**config.mk**
```make
export PLATFORM = sky130hd
export DESIGN_NAME = wb_port_arbiter
export DESIGN_NICKNAME = d
export VERILOG_FILES = /design/src/rtl/wb_port_arbiter.sv
export SDC_FILE = /design/constraint.sdc
export NUM_CORES = 1
export LEC_CHECK = 0
export CORE_MARGIN = 2
export CORE_UTILIZATION = 30
export CTS_BUF_LIST = sky130_fd_sc_hd__clkbuf_2
export DETAILED_ROUTE_END_ITERATION = 16
export PLACE_DENSITY = 0.51
export SLEW_MARGIN = 20
export SYNTH_ARGS = -nofsm -noshare
export SYNTH_HDL_FRONTEND = slang
export SYNTH_SLANG_ARGS = --single-unit
```
**constraint.sdc**
```tcl
create_clock -name clk -period 4.2 [get_ports clk]
set_clock_uncertainty 0.2 [all_clocks]
set_input_delay 0.63 -clock clk [delete_from_list [all_inputs] [get_ports clk]]
set_output_delay 0.63 -clock clk [all_outputs]
set_load 0.01 [all_outputs]
```
**src/rtl/wb_port_arbiter.sv**
```systemverilog
// Register-file write-port arbiter: pipe writes vs. in-order load responses via a one-entry hold, starvation forcing, WAW scoreboard.
// Latency 1 from grant to rf write (accepted load response is written 2 cycles after accept); pipe_stall / mem_rsp_ready / ld_issue_ready backpressure.
module wb_port_arbiter #(
  parameter int N          = 32,
  parameter int DEPTH      = 4,
  parameter int STARVE_MAX = 3
) (
  input  logic         clk,
  input  logic         rst,
  input  logic         pipe_wr_en,
  input  logic [4:0]   pipe_wr_reg,
  input  logic [N-1:0] pipe_wr_data,
  output logic         pipe_stall,
  input  logic         ld_issue,
  input  logic [4:0]   ld_issue_reg,
  output logic         ld_issue_ready,
  input  logic         mem_rsp_valid,
  input  logic [N-1:0] mem_rsp_data,
  output logic         mem_rsp_ready,
  output logic         rf_we,
  output logic [4:0]   rf_waddr,
  output logic [N-1:0] rf_wdata,
  output logic [31:0]  busy_vec
);

  localparam int QW = $clog2(DEPTH);
  localparam int CW = $clog2(DEPTH) + 1;
  localparam int SW = (STARVE_MAX < 1) ? 1 : $clog2(STARVE_MAX + 1);
  // queue plus hold can carry DEPTH+1 loads to the same register
  localparam int PW = $clog2(DEPTH + 2);

  localparam logic [CW-1:0] DEPTH_C  = CW'(DEPTH);
  localparam logic [SW-1:0] STARVE_C = SW'(STARVE_MAX);

  typedef enum logic [1:0] {IDLE, HOLD, FORCE} state_t;

  state_t        state, state_nxt;
  logic [4:0]    tag_q [DEPTH];
  logic [QW-1:0] wr_ptr, rd_ptr;
  logic [CW-1:0] count;
  logic [N-1:0]  hold_data;
  logic [4:0]    hold_reg;
  logic [SW-1:0] starve_cnt, starve_nxt;
  logic [PW-1:0] pend_cnt [32];
  logic          push, pop, blocked, load_grant, pipe_grant;

  assign ld_issue_ready = !rst && (count < DEPTH_C);
  assign push           = ld_issue & ld_issue_ready;
  assign mem_rsp_ready  = !rst && (state == IDLE) && (count != '0);
  assign pop            = mem_rsp_valid & mem_rsp_ready;
  assign blocked        = busy_vec[pipe_wr_reg];
  assign pipe_stall     = pipe_wr_en & (blocked | load_grant);

  always_comb begin
    busy_vec = '0;
    for (int i = 0; i < 32; i++) busy_vec[i] = (pend_cnt[i] != '0);
  end

  always_ff @(posedge clk) begin
    if (rst) state <= IDLE;
    else     state <= state_nxt;
  end

  always_comb begin
    state_nxt  = state;
    starve_nxt = starve_cnt;
    load_grant = 1'b0;
    pipe_grant = 1'b0;
    case (state)
      IDLE: begin
        pipe_grant = pipe_wr_en & ~blocked;
        if (pop) state_nxt = HOLD;
      end
      HOLD: begin
        if (!pipe_wr_en || blocked) begin
          load_grant = 1'b1;
          starve_nxt = '0;
          state_nxt  = IDLE;
        end else begin
          pipe_grant = 1'b1;
          if (starve_cnt < STARVE_C) starve_nxt = starve_cnt + SW'(1);
          if (starve_nxt == STARVE_C) state_nxt = FORCE;
        end
      end
      FORCE: begin
        load_grant = 1'b1;
        starve_nxt = '0;
        state_nxt  = IDLE;
      end
      default: state_nxt = IDLE;
    endcase
  end

  // tag storage needs no reset: validity is tracked by count/pointers
  always_ff @(posedge clk) begin
    if (push) tag_q[wr_ptr] <= ld_issue_reg;
  end

  always_ff @(posedge clk) begin
    if (rst) begin
      wr_ptr     <= '0;
      rd_ptr     <= '0;
      count      <= '0;
      hold_data  <= '0;
      hold_reg   <= '0;
      starve_cnt <= '0;
    end else begin
      starve_cnt <= starve_nxt;
      if (push) wr_ptr <= wr_ptr + QW'(1);
      if (pop) begin
        rd_ptr    <= rd_ptr + QW'(1);
        hold_data <= mem_rsp_data;
        hold_reg  <= tag_q[rd_ptr];
      end
      case ({push, pop})
        2'b10:   count <= count + CW'(1);
        2'b01:   count <= count - CW'(1);
        default: count <= count;
      endcase
    end
  end

  always_ff @(posedge clk) begin
    if (rst) begin
      rf_we    <= 1'b0;
      rf_waddr <= '0;
      rf_wdata <= '0;
    end else if (load_grant) begin
      rf_we    <= 1'b1;
      rf_waddr <= hold_reg;
      rf_wdata <= hold_data;
    end else if (pipe_grant) begin
      rf_we    <= 1'b1;
      rf_waddr <= pipe_wr_reg;
      rf_wdata <= pipe_wr_data;
    end else begin
      rf_we    <= 1'b0;
    end
  end

  // set and clear on the same register cancel, so the bit stays set
  always_ff @(posedge clk) begin
    for (int i = 0; i < 32; i++) begin
      if (rst) begin
        pend_cnt[i] <= '0;
      end else begin
        case ({push && (ld_issue_reg == 5'(i)), load_grant && (hold_reg == 5'(i))})
          2'b10:   pend_cnt[i] <= pend_cnt[i] + PW'(1);
          2'b01:   pend_cnt[i] <= pend_cnt[i] - PW'(1);
          default: pend_cnt[i] <= pend_cnt[i];
        endcase
      end
    end
  end

endmodule

```
==> results.py, run 1 <==
metrics = {
    "setup_path": {
        "slowest_stage": "mux4_2",
        "path_max_fanout": 3,
        "crit_required_ps": 3370,
        "path_class": "reg -> out",
        "path_depth": 10,
        "cp.arrival_ps": 3170,
        "r2r_slack_ps": 230,
        "r2r_start": "pend_cnt[0][25]",
        "crit_path_max_incr_delay_ps": 480,
        "cp_top_family": "multiplexers",
        "r2r_end": "pend_cnt[1][9]",
        "critPathBufInv": 3,
        "crit_path_cell_trace": "inv_2 > ha_2 > nand2b_4 > mux4_2 > a221oi_2 > nand3_2 > buf_6 > nand2_2 > a21boi_1 > buf_2",
        "crit_path_start_kind": "register",
        "rr_worst_depth": 13,
        "worst_setup_path_end_kind": "output port",
    },
    "worst_hold_path": {
        "min_path_cells": 3,
        "hold_start": "pipe_wr_data[26]",
        "hold_end": "rf_wdata[26]",
        "hold_path.class": "in -> reg",
    },
    "global_routing": {
        "use_met3_pct": 3.16,
        "grt.overflow.total": 0,
        "grt_usage_pct": 17.0,
        "antenna_found_initial": 2,
        "top_usage_layer": "met2",
        "grt_max_degree": 84,
        "grt_pass1_wl_um": 59900,
        "grt_pass1_vias": 11100,
        "met1_usage_pct": 22.3,
        "met2_usage_pct": 28.4,
    },
    "floorplanning": {
        "ioPinCount": 152,
        "rows": 76,
        "die-area_um2": 45200,
        "start_util_pct": 30.3,
        "fp.dieW_um": 213,
        "core-area_um2": 43100,
        "die_y_um": 213,
    },
    "timing": {
        "maxClockFrequency_mhz": 250,
        "slew_headroom_pct": 35.4,
        "min_period_over_period_pct": 95.3,
        "hold_viol": 0,
        "period_minus_slack_ps": 4000,
        "setup_slack_ps": 197,
        "max_slew.worst_pin.slew_ps": 969,
        "setup_viol": 0,
        "slew_violations": 0,
    },
    "clocking": {
        "cts.clk_slew.worst_paths_ps": 90,
        "cts_buffers": 59,
        "cts_sinks": 202,
        "clk_latency_ps": 1040,
        "cts_buffer_depth": 3,
        "cts_root_buf": "clkbuf_2",
        "htreeDepth": 2,
        "cts_tree": "yes",
    },
    "outcome": {
        "status": "completed",
    },
    "route": {
        "drt_iter0_drc": 499,
        "first_pass_iters": 5,
        "wl_per_cell_um": 16.5,
        "detail-route-antenna-nets": 0,
        "drc": 0,
        "vias_per_cell": 4.71,
        "routed_wl_um": 38600,
        "vias": 11000,
    },
    "yosys": {
        "ys_seq_elements": 202,
        "async_reset_ff_share_pct": 0,
        "synth_warnings": 0,
        "yosysSeqAreaShare_pct": 39.8,
        "synthCells": 1372,
        "syn_area_per_cell_um2": 9.52,
        "ys_types": 60,
        "netlist_area_um2": 13100,
        "ys.flop_type": "edfxtp_1",
        "synth_nets": 1618,
        "synth_edf_count": 116,
    },
    "cells_and_area": {
        "largest_reg_flops": 96,
        "final_nets": 1949,
        "largestRegisters": "pend_cnt x96, hold_data x32, rf_wdata x32",
        "syn_to_final_growth_pct": 31.5,
        "fillers": 4334,
        "largest-register": "pend_cnt",
        "drive_gt1_share_pct": 15.3,
    },
    "placed_design": {
        "port_buffers": 151,
        "dpl.hpwl_um": 27300,
        "gp_congestion": 0.796,
        "pre_cts_ws_ps": -570,
    },
    "power_and_ir_drop": {
        "peakVddDrop_v": 0.000188,
        "leakagePower_nw": 6.95,
        "cellPowerDensity_nw_per_um2": 264,
        "finalPower_w": 0.00454,
    },
    "job": {
        "cap_violations": 0,
    },
}
[cells in the final DEF (no fill, tap or decap), types with 10 or more instances in the layout]
| master | synthesis | final |
|---|---|---|
| o31ai_1 | 37 | 37 |
| o21ai_0 | 36 | 29 |
| nor3_1 | 65 | 64 |
| nor2_1 | 101 | 101 |
| a22oi_1 | 13 | 13 |
| dlygate4sd3_1 | 0 | 60 |
| clkbuf_2 | 0 | 89 |
| xor2_1 | 34 | 34 |
| clkinv_1 | 0 | 15 |
| nand2_1 | 149 | 148 |
| a221oi_1 | 16 | 16 |
| clkdlybuf4s50_1 | 0 | 149 |
| inv_1 | 122 | 115 |
| a211oi_1 | 16 | 16 |
| ha_1 | 166 | 163 |
| nand2b_1 | 42 | 39 |
| dfxtp_1 | 86 | 86 |
| nor2b_1 | 49 | 49 |
| or3_1 | 10 | 10 |
| buf_4 | 12 | 126 |
| mux2i_1 | 61 | 61 |
| a21oi_1 | 95 | 94 |
| edfxtp_1 | 116 | 116 |
[report_power, final]
| group | switching (W) | internal, W |
|---|---|---|
| Clock | 0.000924 | 0.000576 |
| Combinational | 0.000407 | 0.000386 |
| Sequential | 0.0000665 | 0.00218 |
[repair_timing]
item,4_1_cts,5_1_grt
gates resized for setup,6,29
hold endpoints to repair,66,0
hold buffers,60,0
setup endpoints to repair,4,112
buffers inserted,1,6
pin swaps,2,3
[tightest hold or removal path, cell delays in order]
cell,delay (ps)
clkdlybuf4s50_1,410
mux2i_1,140
a21oi_1,80
[routing by layer]
metal | vias to the layer above | routed length [um]
li1 | 5463 | -
met1 | 5254 | 17500
met2 | 222 | 18500
met3 | 61 | 1710
met4 | 0 | 809
met5 | - | 0
[how the worst max path moves through the flow]
stage	startpoint	end	slack [ps]
after floorplan	pipe_wr_reg[0]	pend_cnt[1][2]	240
after global placement	pipe_wr_reg[1]	pend_cnt[1][11]	-620
after detailed placement	pipe_wr_reg[1]	pend_cnt[1][9]	-570
after CTS	pend_cnt[0][33]	pipe_stall	8
after global routing	pend_cnt[0][25]	pipe_stall	-10
final	pend_cnt[0][25]	pipe_stall	200
[kinds of logic after synthesis]
logic type / share of synthesized area [%]
AO/OA/AOI/OAI: 11.3
flip-flops: 39.8
adder cells (fa/ha/maj): 16.0
XOR/XNOR: 2.48
multiplexers: 7.00
buffers and inverters: 6.25
AND/OR/NAND/NOR: 17.1
[synthesized netlist by cell type, types with 16 or more instances]
library cell,number,area (um2)
inv_1,122,458
nor3_1,65,325
edfxtp_1,116,3480
o31ai_1,37,278
nand2b_1,42,263
nand2_1,149,559
nor2b_1,49,307
a221oi_1,16,140
a211oi_1,16,120
clkbuf_1,40,150
nor2_1,101,379
mux2i_1,61,611
xor2_1,34,298
ha_1,166,2080
o21ai_0,36,180
a21oi_1,95,475
dfxtp_1,86,1720
[area by class of cell]
| cell class | instances | area (um2) | area share [%] |
|---|---|---|---|
| Antenna cell | 3 | 7.51 | 0.0437 |
| Clock buffer | 89 | 445 | 2.59 |
| Clock inverter | 18 | 83.8 | 0.488 |
| Inverter | 123 | 462 | 2.69 |
| Multi-Input combinational cell | 976 | 7120 | 41.4 |
| Sequential cell | 202 | 5200 | 30.3 |
| Tap cell | 585 | 732 | 4.26 |
| Timing Repair Buffer | 341 | 3130 | 18.2 |
[per-stage QoR]
step	hold WS, ps	instances	cell area (um2)	util [%]	setup TNS (ps)
after CTS	0.272	2328	17100	39.6	0
after detailed placement	248	2160	15900	36.9	-78270
after global placement	244	2160	15900	36.9	-62970
after floorplan	237	1372	13100	-	0
final	120	2337	17200	39.9	0
after global routing	15.6	2337	17200	39.9	-11.7
Note: power is estimated with default switching activity, not from simulation.
==> run 2: changes to the inputs <==
--- a/config.mk
+++ b/config.mk
@@ -8,6 +8,7 @@
 export CORE_MARGIN = 2
 export CORE_UTILIZATION = 30
 export CTS_BUF_LIST = sky130_fd_sc_hd__clkbuf_2
+export CTS_CLUSTER_SIZE = 40
 export DETAILED_ROUTE_END_ITERATION = 16
 export PLACE_DENSITY = 0.51
 export SLEW_MARGIN = 20
==> results of run 2 <==
Same layout as run 1: the final DEF is identical, and so are final timing and power.
==> run 3: changes to the inputs <==
--- a/config.mk
+++ b/config.mk
@@ -5,13 +5,14 @@
 export SDC_FILE = /design/constraint.sdc
 export NUM_CORES = 1
 export LEC_CHECK = 0
+export CAP_MARGIN = 20
 export CORE_MARGIN = 2
 export CORE_UTILIZATION = 30
 export CTS_BUF_LIST = sky130_fd_sc_hd__clkbuf_2
 export CTS_CLUSTER_SIZE = 40
 export DETAILED_ROUTE_END_ITERATION = 16
+export GPL_TIMING_DRIVEN = 0
 export PLACE_DENSITY = 0.51
-export SLEW_MARGIN = 20
 export SYNTH_ARGS = -nofsm -noshare
 export SYNTH_HDL_FRONTEND = slang
 export SYNTH_SLANG_ARGS = --single-unit
==> run 3 against run 2 <==
Net effect: the flow now finishes with violations (negative setup slack); combinational power is 3.0% higher; worst hold slack improved by 30 ps; wire length rose by 8.1%; first-iteration DRC count is 31% higher; non-clock buffer count down 32; power increased by 1.0%; critical endpoint is now pend_cnt[1][2]; final cell count decreased by 1.4%; clock power barely moved; critical path type is now reg -> reg.
==> results.py, run 3 (same netlist as run 1, synthesis figures left out) <==
metrics = {
    "clocking": {
        "cts_tree": "yes",
        "cts_sinks": 202,
        "htreeDepth": 2,
        "clk_latency_ps": 1020,
        "cts_root_buf": "clkbuf_2",
        "cts_buffers": 59,
        "cts.clk_slew.worst_paths_ps": 100,
        "cts_buffer_depth": 3,
    },
    "timing": {
        "min_period_over_period_pct": 101,
        "slew_headroom_pct": 14.8,
        "setup_viol": 1,
        "setup_slack_ps": -36.4,
        "maxClockFrequency_mhz": 236,
        "final.setup.tns_ps": -36.4,
        "hold_viol": 0,
        "rsz0062_at_grt": "yes",
        "period_minus_slack_ps": 4240,
        "slew_violations": 0,
        "max_slew.worst_pin.slew_ps": 1270,
    },
    "placed_design": {
        "dpl.hpwl_um": 30200,
        "port_buffers": 151,
        "gp_congestion": 0.797,
        "place_area_um2": 15300,
    },
    "route": {
        "vias_per_cell": 4.81,
        "routed_wl_um": 41700,
        "dr_wl_met2_um": 20000,
        "first_pass_iters": 5,
        "drc": 0,
        "wl_met3_um": 1950,
        "wl_met1_um": 18800,
        "drt_iter0_drc": 656,
        "detail-route-antenna-nets": 0,
        "dr.max_layer_used": "met4",
        "vias": 11100,
        "wl_per_cell_um": 18.1,
    },
    "cells_and_area": {
        "final_common_cell": "clkdlybuf4s50_1",
        "final_nets": 1917,
        "largestRegisters": "pend_cnt x96, hold_data x32, rf_wdata x32",
        "final_cell_mix": "150 x clkdlybuf4s50_1, 147 x nand2_1, 146 x ha_1",
        "largest-register": "pend_cnt",
        "drive_gt1_share_pct": 13.4,
        "final_core_util_pct": 39.4,
        "syn_to_final_growth_pct": 29.9,
        "largest_reg_flops": 96,
        "stdcell_area_um2": 17000,
    },
    "power_and_ir_drop": {
        "peakVddDrop_v": 0.000158,
        "cellPowerDensity_nw_per_um2": 270,
        "leakagePower_nw": 6.66,
    },
    "worst_hold_path": {
        "hold_path.class": "in -> reg",
        "hold_start": "pipe_wr_data[11]",
        "min_path_cells": 3,
        "hold_end": "rf_wdata[11]",
    },
    "setup_path": {
        "rr_worst_depth": 19,
        "crit_path_start_kind": "register",
        "cp.arrival_ps": 4800,
        "cp_top_family": "multiplexers",
        "crit_required_ps": 4760,
        "path_class": "reg -> reg",
        "worst_setup_path_end_kind": "register",
        "r2r_start": "pend_cnt[0][33]",
        "critPathBufInv": 3,
        "r2r_slack_ps": -40,
        "path_max_fanout": 6,
        "crit_path_max_incr_delay_ps": 600,
        "slowest_stage": "mux4_2",
        "crit_path_cell_trace": "inv_2 > ha_4 > nand2b_4 > mux4_2 > a221oi_4 > nand3_4 > a311oi_4 > nand2b_4 > buf_12 > buf_12 > nor4_4 > ha_2 > nand2_2 > xnor2_2 > ha_2 > nor2_1 > mux2i_1 > xor2_1 > nor3_1",
        "r2r_end": "pend_cnt[1][2]",
    },
    "floorplanning": {
        "fp.dieW_um": 213,
        "start_util_pct": 30.3,
        "die-area_um2": 45200,
        "ioPinCount": 152,
        "rows": 76,
        "core-area_um2": 43100,
        "die_y_um": 213,
    },
    "global_routing": {
        "grt_pass1_vias": 11100,
        "grt.overflow.total": 0,
        "grt_usage_pct": 18.2,
        "grt_pass1_wl_um": 62500,
        "antenna_found_initial": 2,
        "grt_max_degree": 17,
    },
    "outcome": {
        "failed_checks": "negative setup slack",
        "status": "finished, violations left",
    },
    "job": {
        "cap_violations": 0,
    },
}
-- run 3: worst max-delay path by stage --
stage / from / end / slack (ps) / cells after the start
2_1_floorplan: pipe_wr_reg[0] / pend_cnt[1][2] / 240 / 18
5_1_grt: pend_cnt[0][24] / pend_cnt[1][2] / -150 / 19
4_1_cts: pend_cnt[0][24] / pipe_stall / -20 / 9
3_5_place_dp: pipe_wr_reg[1] / pend_cnt[1][2] / -1640 / 18
3_3_place_gp: pipe_wr_reg[1] / pend_cnt[1][2] / -1560 / 18
6_report: pend_cnt[0][33] / pend_cnt[1][2] / -40 / 19
-- run 3: where the power goes --
part	internal, W	switching, W
Clock	0.000587	0.000941
Sequential	0.00218	0.0000609
Combinational	0.000379	0.000437
-- run 3: cell type report --
type,instances,area [um2]
diodes,2,5.00
plain buffers,70,368
clock buffers,93,465
clock inverters,15,65.1
fillers,4317,26100
inverters,123,462
multi-input cells,976,7320
flip-flops and latches,202,5200
well taps,585,732
repair buffers,239,2350
-- run 3: what timing repair did --
item / CTS / global route
endpoints found under the hold margin: 62 / 0
setup endpoints to repair: 192 / 104
gates resized for setup: 52 / 62
hold buffers: 62 / 0
pin swaps: 11 / 15
buffers inserted: 17 / 7
-- run 3: metal layers --
layer	global-route usage [%]	up-vias
li1	-	5413
met1	24.0	5347
met2	29.9	254
met3	3.49	75
met4	5.86	0
met5	0	-
-- run 3: stage by stage --
stage / instances / setup WS (ps) / total power, W / hold WS, ps
CTS: 2296 / -22.7 / 0.00465 / 2.13
detailed placement: 2110 / -1640 / 0.00302 / 249
finish: 2305 / -36.4 / 0.00459 / 149
global route: 2305 / -154 / 0.00484 / 25.5
floorplan: 1372 / 239 / 0.00267 / 237
global placement: 2108 / -1560 / 0.00301 / 244
-- run 3: worst min-delay path: stages --
cell	delay [ps]
clkdlybuf4s50_1	410
mux2i_1	150
a21oi_1	90
==> variant (settings of run 3) <==
Reset style: asynchronous (`rst`), changed in 3 clocked blocks.
--- a/src/rtl/wb_port_arbiter.sv
+++ b/src/rtl/wb_port_arbiter.sv
@@ -58,3 +58,3 @@
 
-  always_ff @(posedge clk) begin
+  always_ff @(posedge clk or posedge rst) begin
     if (rst) state <= IDLE;
@@ -98,3 +98,3 @@
 
-  always_ff @(posedge clk) begin
+  always_ff @(posedge clk or posedge rst) begin
     if (rst) begin
@@ -122,3 +122,3 @@
 
-  always_ff @(posedge clk) begin
+  always_ff @(posedge clk or posedge rst) begin
     if (rst) begin
Formal check against the unedited RTL: differs if rst is asserted again (counterexample within 4 cycles, from zero or initial values and one cycle with rst high); with rst held inactive, the same outputs for 4 cycles.
==> variant against run 3 <==
- synthesized area rose by 1.0%
- die area grew 1.0%
- final area grew 1.8%
- routed wire length shrank 6.1%
- setup slack gained 0.14 ns
- sequential cell count did not move
- maximum frequency increased by 3.3%
- cell count fell by 0.22%
- first-iteration DRC count decreased by 5.6%
- highest routed layer unchanged
- critical path depth unchanged
Power is not compared: it rests on default switching activity, and its combinational part moved more than twofold at a synthesized area within 25%.
==> variant: results (changes against run 3) <==
status: "finished, final reports clean"
cp-end-kind: "flip-flop"
yosys.area_share.adder_pct: 15.9  # -0.16 points
synth_nets: 1582  # -2.2%
routed_wl_um: 39100  # -6.1%
fillerInstances: 4333  # +0.37%
crit_fanout: 8  # +2
worstHoldPathType: "in -> reg"
r2r-start: "pend_cnt[1][45]$_DFFE_PP_"
dpl.hpwl_um: 28300  # -6.3%
io_buffers: 150  # -0.66%
yosys-top-cells-area: "edfxtp_1 26%, dfrtp_1 16%, ha_1 16%"
p_clk_share_pct: 21.5
synth-compound-area-share_pct: 8.12  # -3.2 points
r2r_slack_ns: 0.1  # +0.14 ns
grt_max_degree: 58  # +41
placed_area_mm2: 0.0155  # +0.96%
async_flop_share_pct: 42.6  # +43 points
place_congestion: 0.809  # +1.5%
avgViaCountPerCell: 4.67  # -2.9%
synth-edff-count: 116  # unchanged
clk_latency_ns: 1.07  # +0.05 ns
place_inst: 2073  # -1.8%
cts_buffers: 60  # +1.7%
r2r-end: "pend_cnt[1][2]$_SDFFCE_PN0P_"
grt_usage_pct: 17.0  # -1.2 points
wire_per_inst_um: 17.0  # -5.9%
first_pass_iters: 5  # unchanged
synth_commonest_cells: "182 x nand2_1, 166 x ha_1, 148 x nor2_1"
htreeDepth: 2  # unchanged
grt_pass1_wl_um: 58600  # -6.3%
dr.first_iter.drc_count: 619  # -5.6%
drive_above_1_share_pct: 16.3  # +2.8 points
path_clk_slew_ns: 0.10  # about the same
antenna_found_initial: 1  # -1
final_nets: 1913  # -0.21%
tightest_slew_ns: 1.01  # -0.263 ns
seq_area_frac_synth_pct: 42.7  # +2.9 points
yosys-mux-area-fraction_pct: 7.62  # +0.62 points
synth_cells: 1336  # -2.6%
leakage_nw: 7.70
synth_xor_area_share_pct: 2.26  # -0.22 points
[variant: logic make-up after synthesis]
kind of cell | Yosys count
adder cells (fa/ha/maj) | 167
XOR/XNOR | 34
multiplexers | 85
AO/OA/AOI/OAI | 162
AND/OR/NAND/NOR | 502
buffers and inverters | 184
flip-flops | 202
[variant: stage by stage]
stage	setup WS [ns]	utilization (%)	hold slack, ns
global placement	-0.838	35.7	0.259
detailed placement	-0.881	35.8	0.262
finish	0.0999	39.9	0.127
floorplan	0.269	-	0.246
global route	-0.0389	39.9	0.0348
CTS	0.00136	39.0	0.0134
[variant: how the worst min path moves through the flow]
stage	startpoint	endpoint	slack, ns	cells after the start
4_1_cts	pipe_wr_data[6]	rf_wdata[6]$_DFFE_PP0P_	0.01	3
6_report	pipe_wr_data[6]	rf_wdata[6]$_DFFE_PP0P_	0.13	3
2_1_floorplan	hold_data[0]$_DFFE_PP0P_	hold_data[0]$_DFFE_PP0P_	0.25	2
3_3_place_gp	hold_data[8]$_DFFE_PP0P_	hold_data[8]$_DFFE_PP0P_	0.26	2
3_5_place_dp	hold_data[5]$_DFFE_PP0P_	hold_data[5]$_DFFE_PP0P_	0.26	2
5_1_grt	pipe_wr_data[6]	rf_wdata[6]$_DFFE_PP0P_	0.03	3
[variant: layer usage]
| metal | vias to the layer above | part of all wire (%) | track usage (%) |
|---|---|---|---|
| met2 | 280 | 47 | 27.6 |
| li1 | 5231 | - | - |
| met4 | 0 | 3.3 | 7.66 |
| met1 | 5150 | 44 | 21.6 |
| met3 | 87 | 6.0 | 3.66 |
| met5 | - | 0 | 0 |
[variant: worst max-delay path, stage by stage (launching register included)]
cell      delay (ns)
edfxtp_1        0.39
inv_2           0.07
ha_4            0.16
and4b_1         0.18
o31ai_2         0.29
a32oi_1         0.15
o21a_2          0.26
o31a_1          0.35
buf_6           0.17
or3_4           0.33
buf_6           0.15
nor2_4          0.12
ha_4            0.17
nand2_2         0.07
xnor2_2         0.18
ha_2            0.19
nor2_1          0.04
mux2i_1         0.16
xor2_1          0.16
nor3_1          0.06
[variant: timing repair]
item,4_1_cts,5_1_grt
hold buffers,60,0
endpoints found under the setup margin,2,20
hold endpoints to repair,64,0
buffers inserted,24,34
pin swaps,8,14
gates resized for setup,23,41
gates cloned,0,0
[variant: final cells by class]
type	count	area (um2)	share of cell area, %
multi-input combinational	950	6990	40.5
sequential	202	5640	32.6
clock buffer	99	495	2.87
buffer	48	285	1.65
antenna	1	2.50	0.0145
clock inverter	10	47.5	0.275
inverter	135	509	2.95
tap	585	732	4.24
timing repair buffer	270	2570	14.9
